<file path="src/rtl/fetch_unit.sv">
// fetch_unit: PC owner and instruction-memory handshake for the fetch stage
module fetch_unit #(
  parameter logic [31:0] RESET_PC = 32'h0000_0000
) (
  input  logic        clk,
  input  logic        rst_n,
  input  logic        stall_f,
  input  logic        pc_src_d,
  input  logic [31:0] branch_target_d,
  output logic        imem_req,
  output logic [31:0] imem_addr,
  input  logic        imem_ready,
  input  logic [31:0] imem_rdata,
  output logic [31:0] instr_f,
  output logic [31:0] pc_plus_4_f,
  output logic        valid_f,
  output logic        fetch_busy
);
  typedef enum logic [1:0] {IDLE, FETCH, HOLD, DISCARD} state_t;
  state_t      state_q, state_d;
  logic [31:0] fetch_pc_q, fetch_pc_d;
  logic [31:0] redirect_pc_q, redirect_pc_d;
  logic [31:0] instr_buf_q, instr_buf_d;
  logic [31:0] pc_inc, next_pc;
  logic        redir, in_fetch, hit;
  assign pc_inc   = fetch_pc_q + 32'd4;
  assign redir    = pc_src_d & ~stall_f;
  assign next_pc  = pc_src_d ? branch_target_d : pc_inc;
  assign in_fetch = state_q == FETCH;
  assign hit      = in_fetch & imem_ready;
  // Next-state: advance PC on delivery, park stalled words, remember redirects while a request is in flight
  always_comb begin
    state_d       = state_q;
    fetch_pc_d    = fetch_pc_q;
    redirect_pc_d = redirect_pc_q;
    instr_buf_d   = instr_buf_q;
    case (state_q)
      IDLE: state_d = FETCH;
      FETCH:
        if (imem_ready) begin
          if (!stall_f) fetch_pc_d = next_pc;
          else begin
            instr_buf_d = imem_rdata;
            state_d     = HOLD;
          end
        end else if (redir) begin
          redirect_pc_d = branch_target_d;
          state_d       = DISCARD;
        end
      HOLD:
        if (!stall_f) begin
          fetch_pc_d = next_pc;
          state_d    = FETCH;
        end
      DISCARD: begin
        if (redir) redirect_pc_d = branch_target_d;
        if (imem_ready) begin
          fetch_pc_d = redir ? branch_target_d : redirect_pc_q;
          state_d    = FETCH;
        end
      end
      default: state_d = IDLE;
    endcase
  end
  // State registers; reset abandons any in-flight request
  always_ff @(posedge clk or negedge rst_n) begin
    if (!rst_n) begin
      state_q       <= IDLE;
      fetch_pc_q    <= RESET_PC;
      redirect_pc_q <= 32'd0;
      instr_buf_q   <= 32'd0;
    end else begin
      state_q       <= state_d;
      fetch_pc_q    <= fetch_pc_d;
      redirect_pc_q <= redirect_pc_d;
      instr_buf_q   <= instr_buf_d;
    end
  end
  assign imem_req    = in_fetch | (state_q == DISCARD);
  assign imem_addr   = fetch_pc_q;
  assign valid_f     = hit | (state_q == HOLD);
  assign instr_f     = hit ? imem_rdata : (state_q == HOLD) ? instr_buf_q : 32'd0;
  assign pc_plus_4_f = valid_f ? pc_inc : 32'd0;
  assign fetch_busy  = (in_fetch & ~imem_ready) | (state_q == DISCARD);
endmodule

</file>
<file path="config.mk">
export PLATFORM = sky130hd
export DESIGN_NAME = fetch_unit
export DESIGN_NICKNAME = d
export VERILOG_FILES = /design/src/rtl/fetch_unit.sv
export SDC_FILE = /design/constraint.sdc
export NUM_CORES = 1
export LEC_CHECK = 0
export BUFFER_PORTS_ARGS = -buffer_cell sky130_fd_sc_hd__buf_4
export CAP_MARGIN = 20
export CORE_ASPECT_RATIO = 0.5
export CORE_MARGIN = 3
export CORE_UTILIZATION = 52
export DETAILED_ROUTE_END_ITERATION = 6
export PLACE_DENSITY = 0.79
export RECOVER_POWER = 50
export SKIP_LAST_GASP = 1
export SLEW_MARGIN = 15
export SYNTH_ARGS = -nofsm -noshare
export SYNTH_HDL_FRONTEND = slang
export SYNTH_SLANG_ARGS = --single-unit
export TNS_END_PERCENT = 1
</file>
<file path="constraint.sdc">
create_clock -name clk -period 3.3 [get_ports clk]
set_input_delay 0.33 -clock clk [delete_from_list [all_inputs] [get_ports clk]]
set_output_delay 0.33 -clock clk [all_outputs]
set_load 0.01 [all_outputs]
</file>
# == After elaboration in Yosys (flattened, before gate mapping) ==
# Cells that the tools add are included.
# op_classes
bitwise_logic,8
mux,17
n_addsub,1
reduce_logical,7
n_eq_ne,9
# ops
cell,count
32-bit two-way mux,9
32-bit one-hot mux with 3 select lines,1
32-bit one-hot mux with 2 select lines,1
32-bit by 3-bit adder with 32-bit output (second input constant),1
2-bit two-way mux,5
2-bit != test (second input constant),4
2-bit one-hot mux with 4 select lines,1
3-bit != test (second input constant),2
3-bit AND reduction,2
2-bit equality test (second input constant),2
4-bit AND reduction,1
1-bit AND,3
1-bit bitwise OR,3
3-bit nonzero test,1
2-bit by 1-bit equality test with 1-bit output (second input constant),1
2-bit zero test,1
1-bit NOT,2
2-bit AND reduction,1
2-bit nonzero test,1
# totals
reg_bits,98
word_cells,46

# == Logic depth before layout (Yosys ltp) ==
# Gate-level depths: netlist (run 1).
# logic_depth
depth_word,5
depth_mapped,8
mapped_depth_nobuf,6

# == Worst setup path after synthesis (run 1) ==
# No wires, ideal clock.
# synth_path
path_type,flip-flop to output port
start,"reg fetch_pc_q[2], in the netlist imem_addr[2]"
end,out pc_plus_4_f[26]
arrival_ns,2.316
path_stages_with_launch,7
n_path_buf,1
slack_ns,0.654
cell_sequence,dfrtp_1 -> ha_1 -> nand4_2 -> or4_1 -> buf_2 -> or4_4 -> a21oi_1
# synth_via
elab_chain_cells,2
# synth_rtl
item,line,source
from (decl),21,"logic [31:0] fetch_pc_q, fetch_pc_d;"
from (signal assigned),74,fetch_pc_q <= fetch_pc_d;
32-bit by 3-bit adder with 32-bit output,26,assign pc_inc = fetch_pc_q + 32'd4;
32-bit two-way mux,83,assign pc_plus_4_f = valid_f ? pc_inc : 32'd0;
to (decl),15,"output logic [31:0] pc_plus_4_f,"
# No other way between the ends.

# == Worst setup path after layout (run 1) ==
# layout_path
start,"reg fetch_pc_q[3], in the netlist imem_addr[3]"
end,out pc_plus_4_f[26]
# Same word-level chain as after synthesis.

==> impl_metrics.ini, run 1 <==
[route]
post_drt_wl_per_cell_um = 19.35
remaining_drc_errors = 0
drt-initial-drc-count = 412
ant_nets = 0
viasPerCell = 6.087
via_count = 5150
first_pass_iters = 5
drt-total-wl_um = 16370

[logic_synthesis]
yosys_most_used_dff = dfrtp_1
yosysTopAreaCellShare = 0.4395
seq_area_frac_synth = 0.4395
syn_area_per_cell_um2 = 10.13
synth_most_common_cell = dfrtp_1
synth_edf_count = 0
synth_common_cells = 98 x dfrtp_1, 67 x mux2_2, 46 x nor2_1, 36 x a22o_1, 35 x a21oi_1
netlist_area_mm2 = 0.005580
ys_ff_latch = 98
syn_inst = 551
ys_types = 57
synth-async-reset-ratio = 1.000
yosysWarnings = 0
syn_nets = 621
yosys.area.top_type = dfrtp_1
yosys-top-cells-area = dfrtp_1 44%, mux2_2 14%, a22o_1 5.7%, a21oi_1 3.1%, nor2_1 3.1%

[die]
fp.dieArea_mm2 = 0.01209
die_y_um = 79.25
rows = 26
start_util = 0.5394
die_w_um = 152.5
pin_count = 168
core_mm2 = 0.01034

[layout]
syn2layout_area_growth_pct = 26.97
n_antenna_cell = 0
drive_gt1_frac = 0.3513
final_nets = 772

[global_route]
grt_usage = 0.2642
grt_overflow = 0
grt_pass1_vias = 4917
antenna_found_initial = 0
grt_pass1_wl_um = 25610
grt_max_degree = 62

[placement]
gp_congestion = 0.9229
dp_worst_setup_slack_ns = 0.4134
hpwlAfterDp_um = 11390
io_buffers = 167

[critical_path]
cp_slowest_cell = or4_4
crit_chain = ha_1 > nand4_2 > or4_4 > or4_4 > a21oi_1 > buf_4
crit_top_cell = or4_4
end_kind = primary output
max_stage_delay_ns = 0.65
reg2reg_slack_ns = 0.83
arrival_ns = 2.79
crit_required_ns = 2.97
path_class = flip-flop to primary output
path_max_fanout = 7
cp-start-kind = flip-flop

[status]
violations = capacitance limit, slew limit
run_status = complete, but fails checks

[clock_network]
cts_sinks = 98
insertion_delay_ns = 0.35
post-cts-setup-buffers = 0
clkTransAtPathRegs_ns = 0.07
cts_tree = yes
numCtsBuffers = 9
htree_levels = 3
clk_path_buf_depth = 2
cts_root_buf = clkbuf_16

[sta]
hold_violations = 0
setup_viol = 0
relSlewSlack = -0.06946
worst_clock_skew_ns = 0.005358
worst_pin_slew_ns = 1.604
fmax_mhz = 320.9
layout_setup_ws_ns = 0.1838
min_period_over_period = 0.9443
fin_setup_tns_ns = 0
period_minus_slack_ns = 3.116
rsz0062_at_grt = false
drv_slew = 62

[power]
ir_worst_vdd_mv = 0.2691
p_per_area_mw_per_mm2 = 700.3
p_seq_frac = 0.419
p_clk_frac = 0.201
p_switching_mw = 1.904
power.internal_mw = 3.059
p_leak_nw = 3.068
switching_share = 0.3836
combPwrFrac = 0.380

[min_path]
holdCritPathClass = input port to flip-flop

[job]
drv_cap = 1
[logic make-up after synthesis]
kind of cell,after synthesis,synth area share
compound gates,171,0.2152
xor+xnor,24,0.03767
fa+ha+maj,2,0.004036
buf+inv,55,0.04529
flops,98,0.4395
mux,70,0.1406
simple gates,131,0.1177
[power by group through the flow]
stage / Combinational, mW / Sequential [mW] / Clock (mW)
floorplan: 1.17 / 2.02 / 0
global placement: 1.98 / 2.04 / 0
detailed placement: 2.01 / 2.09 / 0
CTS: 2.02 / 2.07 / 1.01
global route: 2.05 / 2.14 / 1.06
finish: 1.88 / 2.08 / 0.999
[sequential cells by signal (all words and copies together) (netlist names)]
name / count
instr_buf_q: 32
state_q: 2
imem_addr: 32
redirect_pc_q: 32
[path summary, 6_finish.rpt]
path / start / endpoint / cells after the start
setup reg to reg: state_q[1] / imem_addr[26] / 6
hold / removal: imem_rdata[14] / instr_buf_q[14] / 2
min in group asynchronous: rst_n / redirect_pc_q[29] / 1
hold reg to reg: redirect_pc_q[4] / redirect_pc_q[4] / 1
max in group asynchronous: rst_n / state_q[0] / 2
setup / recovery: imem_addr[3] / pc_plus_4_f[26] / 6
[metal layers]
metal,global-route usage,part of all wire,vias up
met3,0.07839,0.10,24
li1,-,-,2355
met4,0.07733,0.018,0
met1,0.3647,0.43,2527
met2,0.4075,0.45,244
met5,0,0,-
[critical path, delay by kind of cell, from the launching register on]
| family | cells | cell delay (ns) |
|---|---|---|
| flip-flops | 1 | 0.45 |
| buffers and inverters | 1 | 0.14 |
| adder cells (fa/ha/maj) | 1 | 0.27 |
| AO/OA/AOI/OAI | 1 | 0.17 |
| AND/OR/NAND/NOR | 3 | 1.41 |
[cells in the final DEF (no fill, tap or decap), drive strengths merged, types with 4 or more instances in the layout]
cell / instances
nor3: 6
and2: 4
nand3: 14
buf: 148
inv: 14
o22ai: 12
a221oi: 5
nor2: 46
a31oi: 5
dfrtp: 98
clkbuf: 45
o2bb2ai: 5
nand2: 23
a22o: 36
nand4: 10
xnor2: 15
mux2: 67
a21oi: 36
nor4: 5
o221ai: 11
or3: 5
o22a: 7
xor2: 9
and3: 6
o21ai: 31
[metrics by stage]
stage | hold slack [ns] | instance area, um2 | std cells | utilization | total power [mW]
3_3_place_gp | 0.4794 | 6948 | 831 | 0.6716 | 4.026
4_1_cts | 0.1045 | 7224 | 846 | 0.6984 | 5.103
2_1_floorplan | 0.03441 | 5580 | 551 | - | 3.190
5_1_grt | 0.2110 | 7086 | 846 | 0.6849 | 5.257
6_report | 0.2217 | 7086 | 846 | 0.6849 | 4.962
3_5_place_dp | 0.4774 | 6948 | 831 | 0.6716 | 4.098
[layout make-up]
class | count | area (um2)
multi-input cells | 398 | 2890
inverters | 12 | 45.04
well taps | 140 | 175.2
repair buffers | 183 | 1245
clock buffers | 10 | 239.0
flip-flops and latches | 98 | 2454
clock inverters | 5 | 37.54
fillers | 830 | 3259
[repair_timing]
item / in CTS / in global routing
endpoints found under the setup margin: 0 / 2
hold buffers: 0 / 0
gates resized for setup: 0 / 2
(Power assumes the default switching activity.)
==> run 2, diff against run 1 <==
--- a/config.mk
+++ b/config.mk
@@ -9,9 +9,9 @@
 export CAP_MARGIN = 20
 export CORE_ASPECT_RATIO = 0.5
 export CORE_MARGIN = 3
-export CORE_UTILIZATION = 52
+export CORE_UTILIZATION = 35
 export DETAILED_ROUTE_END_ITERATION = 6
-export PLACE_DENSITY = 0.79
+export PLACE_DENSITY = 0.56
 export RECOVER_POWER = 50
 export SKIP_LAST_GASP = 1
 export SLEW_MARGIN = 15
==> impl_metrics.ini, run 2 (synthesis results as in run 1) <==
[placement]
gp_congestion = 0.8257
dp_cells = 889
io_buffers = 167
placed_area_mm2 = 0.007020
hpwlAfterDp_um = 11740

[sta]
fin_setup_tns_ns = 0
worst_pin_slew_ns = 1.255
fmax_mhz = 321.5
rsz0062_at_grt = false
drv_slew = 0
hold_violations = 0
relSlewSlack = 0.1634
setup_viol = 0
period_minus_slack_ns = 3.110
min_period_over_period = 0.9424
worst_clock_skew_ns = 0.01062

[die]
fp.dieArea_mm2 = 0.01759
rows = 31
pin_count = 168
start_util = 0.3718
core_mm2 = 0.01501
die_w_um = 184.6
die_y_um = 95.29

[critical_path]
crit_chain = ha_1 > nand4_2 > or4_4 > or4_4 > a21oi_1 > buf_4
crit_top_cell = or4_4
end_kind = primary output
cp-start-kind = flip-flop
crit_required_ns = 2.97
arrival_ns = 2.78
max_stage_delay_ns = 0.65
path_class = flip-flop to primary output
cp_slowest_cell = or4_4
path_max_fanout = 8

[route]
via_count = 4982
dr_wl_met2_um = 7732
wl_met1_um = 7928
wl_met3_um = 1231
drt-initial-drc-count = 291
viasPerCell = 5.499
post_drt_wl_per_cell_um = 18.78
remaining_drc_errors = 0
top_layer = met4
first_pass_iters = 4
ant_nets = 0
drt-total-wl_um = 17020

[clock_network]
cts_sinks = 98
clkTransAtPathRegs_ns = 0.07
htree_levels = 3
insertion_delay_ns = 0.35
post-cts-setup-buffers = 0
clk_path_buf_depth = 2
cts_tree = yes
cts_root_buf = clkbuf_16
numCtsBuffers = 9

[status]
run_status = completed

[global_route]
grt_usage = 0.1979
antenna_found_initial = 0
grt_pass1_wl_um = 27330
grt_overflow = 0
grt_pass1_vias = 5082
grt_max_degree = 78

[layout]
utilization = 0.4767
n_antenna_cell = 0
drive_gt1_frac = 0.3460
layout_commonest_cell = buf_4
layout.cells.non_filler = 906
design_area_mm2 = 0.007156
final_cell_mix = 147 x buf_4, 97 x dfrtp_1, 67 x mux2_2
syn2layout_area_growth_pct = 28.23
final_nets = 773

[job]
drv_cap = 0

[power]
ir_worst_vdd_mv = 0.2547
p_per_area_mw_per_mm2 = 690.1
power_mw = 4.938
p_leak_nw = 3.068

[min_path]
holdCritPathClass = input port to flip-flop
## run 2: stage by stage
stage               setup WS (ns)  hold slack (ns)
floorplan                  0.6538          0.03441
global placement           0.5057           0.2548
detailed placement         0.4204           0.2509
CTS                       0.03419           0.2074
global route              0.06885           0.2067
finish                     0.1899           0.2191
## run 2: final cells by class
cell class	count	area, um2
clock buffers	11	232.7
clock inverters	5	38.79
fillers	1516	7855
inverters	12	45.04
multi-input cells	398	2884
flip-flops and latches	98	2454
well taps	198	247.7
repair buffers	184	1254
## run 2: where the power goes
| part | switching (mW) | leakage [nW] | internal (mW) |
|---|---|---|---|
| Combinational | 0.967 | 1.79 | 0.902 |
| Sequential | 0.433 | 1.15 | 1.63 |
| Clock | 0.492 | 0.131 | 0.519 |
## run 2: worst paths after layout
| path | from | to | slack, ns | depth (start not counted) |
|---|---|---|---|---|
| max reg2reg | imem_addr[2] | imem_addr[26] | 0.91 | 6 |
| max | imem_addr[2] | pc_plus_4_f[26] | 0.19 | 6 |
| min in group asynchronous | rst_n | instr_buf_q[10] | 0.78 | 2 |
| max in group asynchronous | rst_n | imem_addr[2] | 0.59 | 3 |
| min reg2reg | redirect_pc_q[1] | redirect_pc_q[1] | 0.51 | 1 |
| min | imem_rdata[10] | instr_buf_q[10] | 0.22 | 2 |
## run 2: repair_timing
action | in CTS | in global routing
setup endpoints to repair | 0 | 2
endpoints found under the hold margin | 21 | 0
resized for setup | 0 | 2
hold buffers | 1 | 0
## run 2: worst max-delay path: cells and delay by family (launching register included)
kind                       cells  cell delay (ns)
adders and majority gates      1             0.25
buffers and inverters          1             0.15
and+or+nand+nor                3             1.41
DFF                            1             0.45
AOI/OAI and AO/OA              1             0.18
## run 2: layer usage
metal | vias up | GRT usage
met5 | - | 0
met4 | 0 | 0.04085
met3 | 9 | 0.06593
met2 | 128 | 0.3192
met1 | 2478 | 0.2619
li1 | 2367 | -
==> run 3, diff against run 2 <==
--- a/config.mk
+++ b/config.mk
@@ -5,13 +5,15 @@
 export SDC_FILE = /design/constraint.sdc
 export NUM_CORES = 1
 export LEC_CHECK = 0
+export ABC_AREA = 1
 export BUFFER_PORTS_ARGS = -buffer_cell sky130_fd_sc_hd__buf_4
 export CAP_MARGIN = 20
 export CORE_ASPECT_RATIO = 0.5
 export CORE_MARGIN = 3
 export CORE_UTILIZATION = 35
 export DETAILED_ROUTE_END_ITERATION = 6
-export PLACE_DENSITY = 0.56
+export MAX_ROUTING_LAYER = met4
+export PLACE_DENSITY = 0.55
 export RECOVER_POWER = 50
 export SKIP_LAST_GASP = 1
 export SLEW_MARGIN = 15
==> constraint.sdc (replaced) <==
create_clock -name clk -period 3.3 [get_ports clk]
set_input_delay 0.33 -clock clk [delete_from_list [all_inputs] [get_ports clk]]
set_output_delay 0.33 -clock clk [all_outputs]
set_load 0.005 [all_outputs]
==> impl_metrics.ini, run 3 <==
[layout]
utilization = 0.4582
final_nets = 1193
n_antenna_cell = 0
syn2layout_area_growth_pct = 25.65
layout_commonest_cell = nand2_1
final_cell_mix = 375 x nand2_1, 142 x inv_1, 137 x buf_4
drive_gt1_frac = 0.2183

[power]
p_clk_frac = 0.176
power.internal_mw = 3.752
p_per_area_mw_per_mm2 = 809.5
p_seq_frac = 0.347
switching_share = 0.4298
p_switching_mw = 2.828
p_leak_nw = 4.428
combPwrFrac = 0.477
ir_worst_vdd_mv = 0.3349
power_mw = 6.579

[sta]
rsz0062_at_grt = false
worst_pin_slew_ns = 1.708
worst_clock_skew_ns = 0.006809
min_period_over_period = 0.8557
hold_violations = 0
fmax_mhz = 354.1
period_minus_slack_ns = 2.824
setup_viol = 0
drv_slew = 63
relSlewSlack = -0.1384
fin_setup_tns_ns = 0

[critical_path]
crit_chain = o21ai_0 > clkbuf_1 > inv_1 > buf_4
r2r-start = state_q[1]
cp-startpoint = state_q[1]
crit_required_ns = 2.97
r2r_cells = 6
arrival_ns = 2.49
rr_endpoint = redirect_pc_q[5]
cp-start-kind = flip-flop
reg2reg_slack_ns = 0.69
end_kind = primary output
path_max_fanout = 27
max_stage_delay_ns = 0.96
cp_slowest_cell = clkbuf_1
path_class = flip-flop to primary output

[logic_synthesis]
yosysWarnings = 0
netlist_area_mm2 = 0.006469
yosysTopAreaCellShare = 0.3791
synth_edf_count = 0
yosys_most_used_dff = dfrtp_1
synth_most_common_cell = nand2_1
syn_inst = 983
synth-async-reset-ratio = 1.000
syn_nets = 1053
syn_area_per_cell_um2 = 6.581
synth_common_cells = 375 x nand2_1, 142 x inv_1, 131 x o21ai_0, 98 x dfrtp_1, 60 x nor2_1
yosys-top-cells-area = dfrtp_1 38%, nand2_1 22%, o21ai_0 10%, inv_1 8.2%, o21ai_2 4.6%
ys_ff_latch = 98
seq_area_frac_synth = 0.3791
yosys.area.top_type = dfrtp_1
ys_types = 30

[status]
run_status = complete, but fails checks
violations = capacitance limit, slew limit

[die]
pin_count = 168
rows = 34
fp.dieArea_mm2 = 0.02025
core_mm2 = 0.01774
die_y_um = 102.1
start_util = 0.3646
die_w_um = 198.3

[min_path]
hp-start = imem_rdata[30]
hold_end = instr_buf_q[30]
holdCritPathClass = input port to flip-flop
holdPathStages = 3

[route]
first_pass_iters = 5
remaining_drc_errors = 0
viasPerCell = 4.709
ant_nets = 0
drt-initial-drc-count = 467
post_drt_wl_per_cell_um = 14.72
via_count = 6409
drt-total-wl_um = 20030

[clock_network]
insertion_delay_ns = 0.34
cts_tree = yes
cts_sinks = 98
post_cts_resized = 0
clk_path_buf_depth = 2
clkTransAtPathRegs_ns = 0.07
ctsHoldBuffers = 0
post-cts-setup-buffers = 0
htree_levels = 3
numCtsBuffers = 9
cts_root_buf = clkbuf_16

[global_route]
grt_pass1_vias = 5849
grt_max_degree = 65
grt_overflow = 0
grt_pass1_wl_um = 31570
grt_usage = 0.2034
antenna_found_initial = 0

[placement]
hpwlAfterDp_um = 14680
gp_congestion = 0.9122
io_buffers = 167

[job]
drv_cap = 1
-- run 3: cell types whose count changed after synthesis, sizes merged, moves of 24 or more --
cell   delta
inv     +137
o21ai   +139
a22o     -36
mux2     -67
nor2     +24
nand2   +363
-- run 3: how the worst max path moves through the flow --
stage          slack [ns]              end  cells after the start
6_report             0.48       fetch_busy                      4
5_1_grt              0.26       fetch_busy                      4
4_1_cts              0.54  pc_plus_4_f[21]                      8
3_5_place_dp         0.93  pc_plus_4_f[21]                      8
3_3_place_gp         0.98  pc_plus_4_f[12]                      8
2_1_floorplan        1.56  pc_plus_4_f[18]                      8
-- run 3: cell families after synthesis --
logic type               after synthesis  share of synthesized area
AND/OR/NAND/NOR                      478                     0.2977
buffers and inverters                195                     0.1261
adder cells (fa/ha/maj)                1                   0.001934
AO/OA/AOI/OAI                        197                     0.1762
flip-flops                            98                     0.3791
XOR/XNOR                              14                    0.01896
-- run 3: area by class of cell --
| class | instances | area, um2 |
|---|---|---|
| flip-flops and latches | 98 | 2452 |
| repair buffers | 175 | 1304 |
| clock buffers | 13 | 260.3 |
| well taps | 234 | 292.8 |
| fillers | 1861 | 9612 |
| inverters | 149 | 561.8 |
| clock inverters | 2 | 60.06 |
| multi-input cells | 690 | 3197 |
-- run 3: per-layer routing --
layer	global-route usage	part of all wire
met5	-	0
met4	0.02825	0.0047
met3	0.03722	0.065
met2	0.2776	0.40
met1	0.3151	0.53
-- run 3: worst max-delay path: cells and delay by family (launching register included) --
family,cells,cell delay (ns)
flip-flops,1,0.43
AO/OA/AOI/OAI,1,0.19
buffers and inverters,3,1.53
-- run 3: through the flow --
stage | setup WS [ns] | hold WS, ns | std cells | area (um2)
detailed placement | 0.9271 | 0.4649 | 1346 | 7846
finish | 0.4763 | 0.2480 | 1361 | 8128
global placement | 0.9756 | 0.4611 | 1346 | 7846
CTS | 0.5371 | 0.1354 | 1361 | 8167
global route | 0.2562 | 0.2414 | 1361 | 8128
floorplan | 1.558 | 0.03441 | 983 | 6469
-- run 3: power groups by stage --
stage / logic (mW) / registers [mW] / clock network, mW
6_report: 3.14 / 2.28 / 1.16
5_1_grt: 3.58 / 2.36 / 1.23
4_1_cts: 3.20 / 2.28 / 1.19
3_5_place_dp: 3.19 / 2.30 / 0
3_3_place_gp: 3.15 / 2.28 / 0
2_1_floorplan: 1.99 / 2.17 / 0
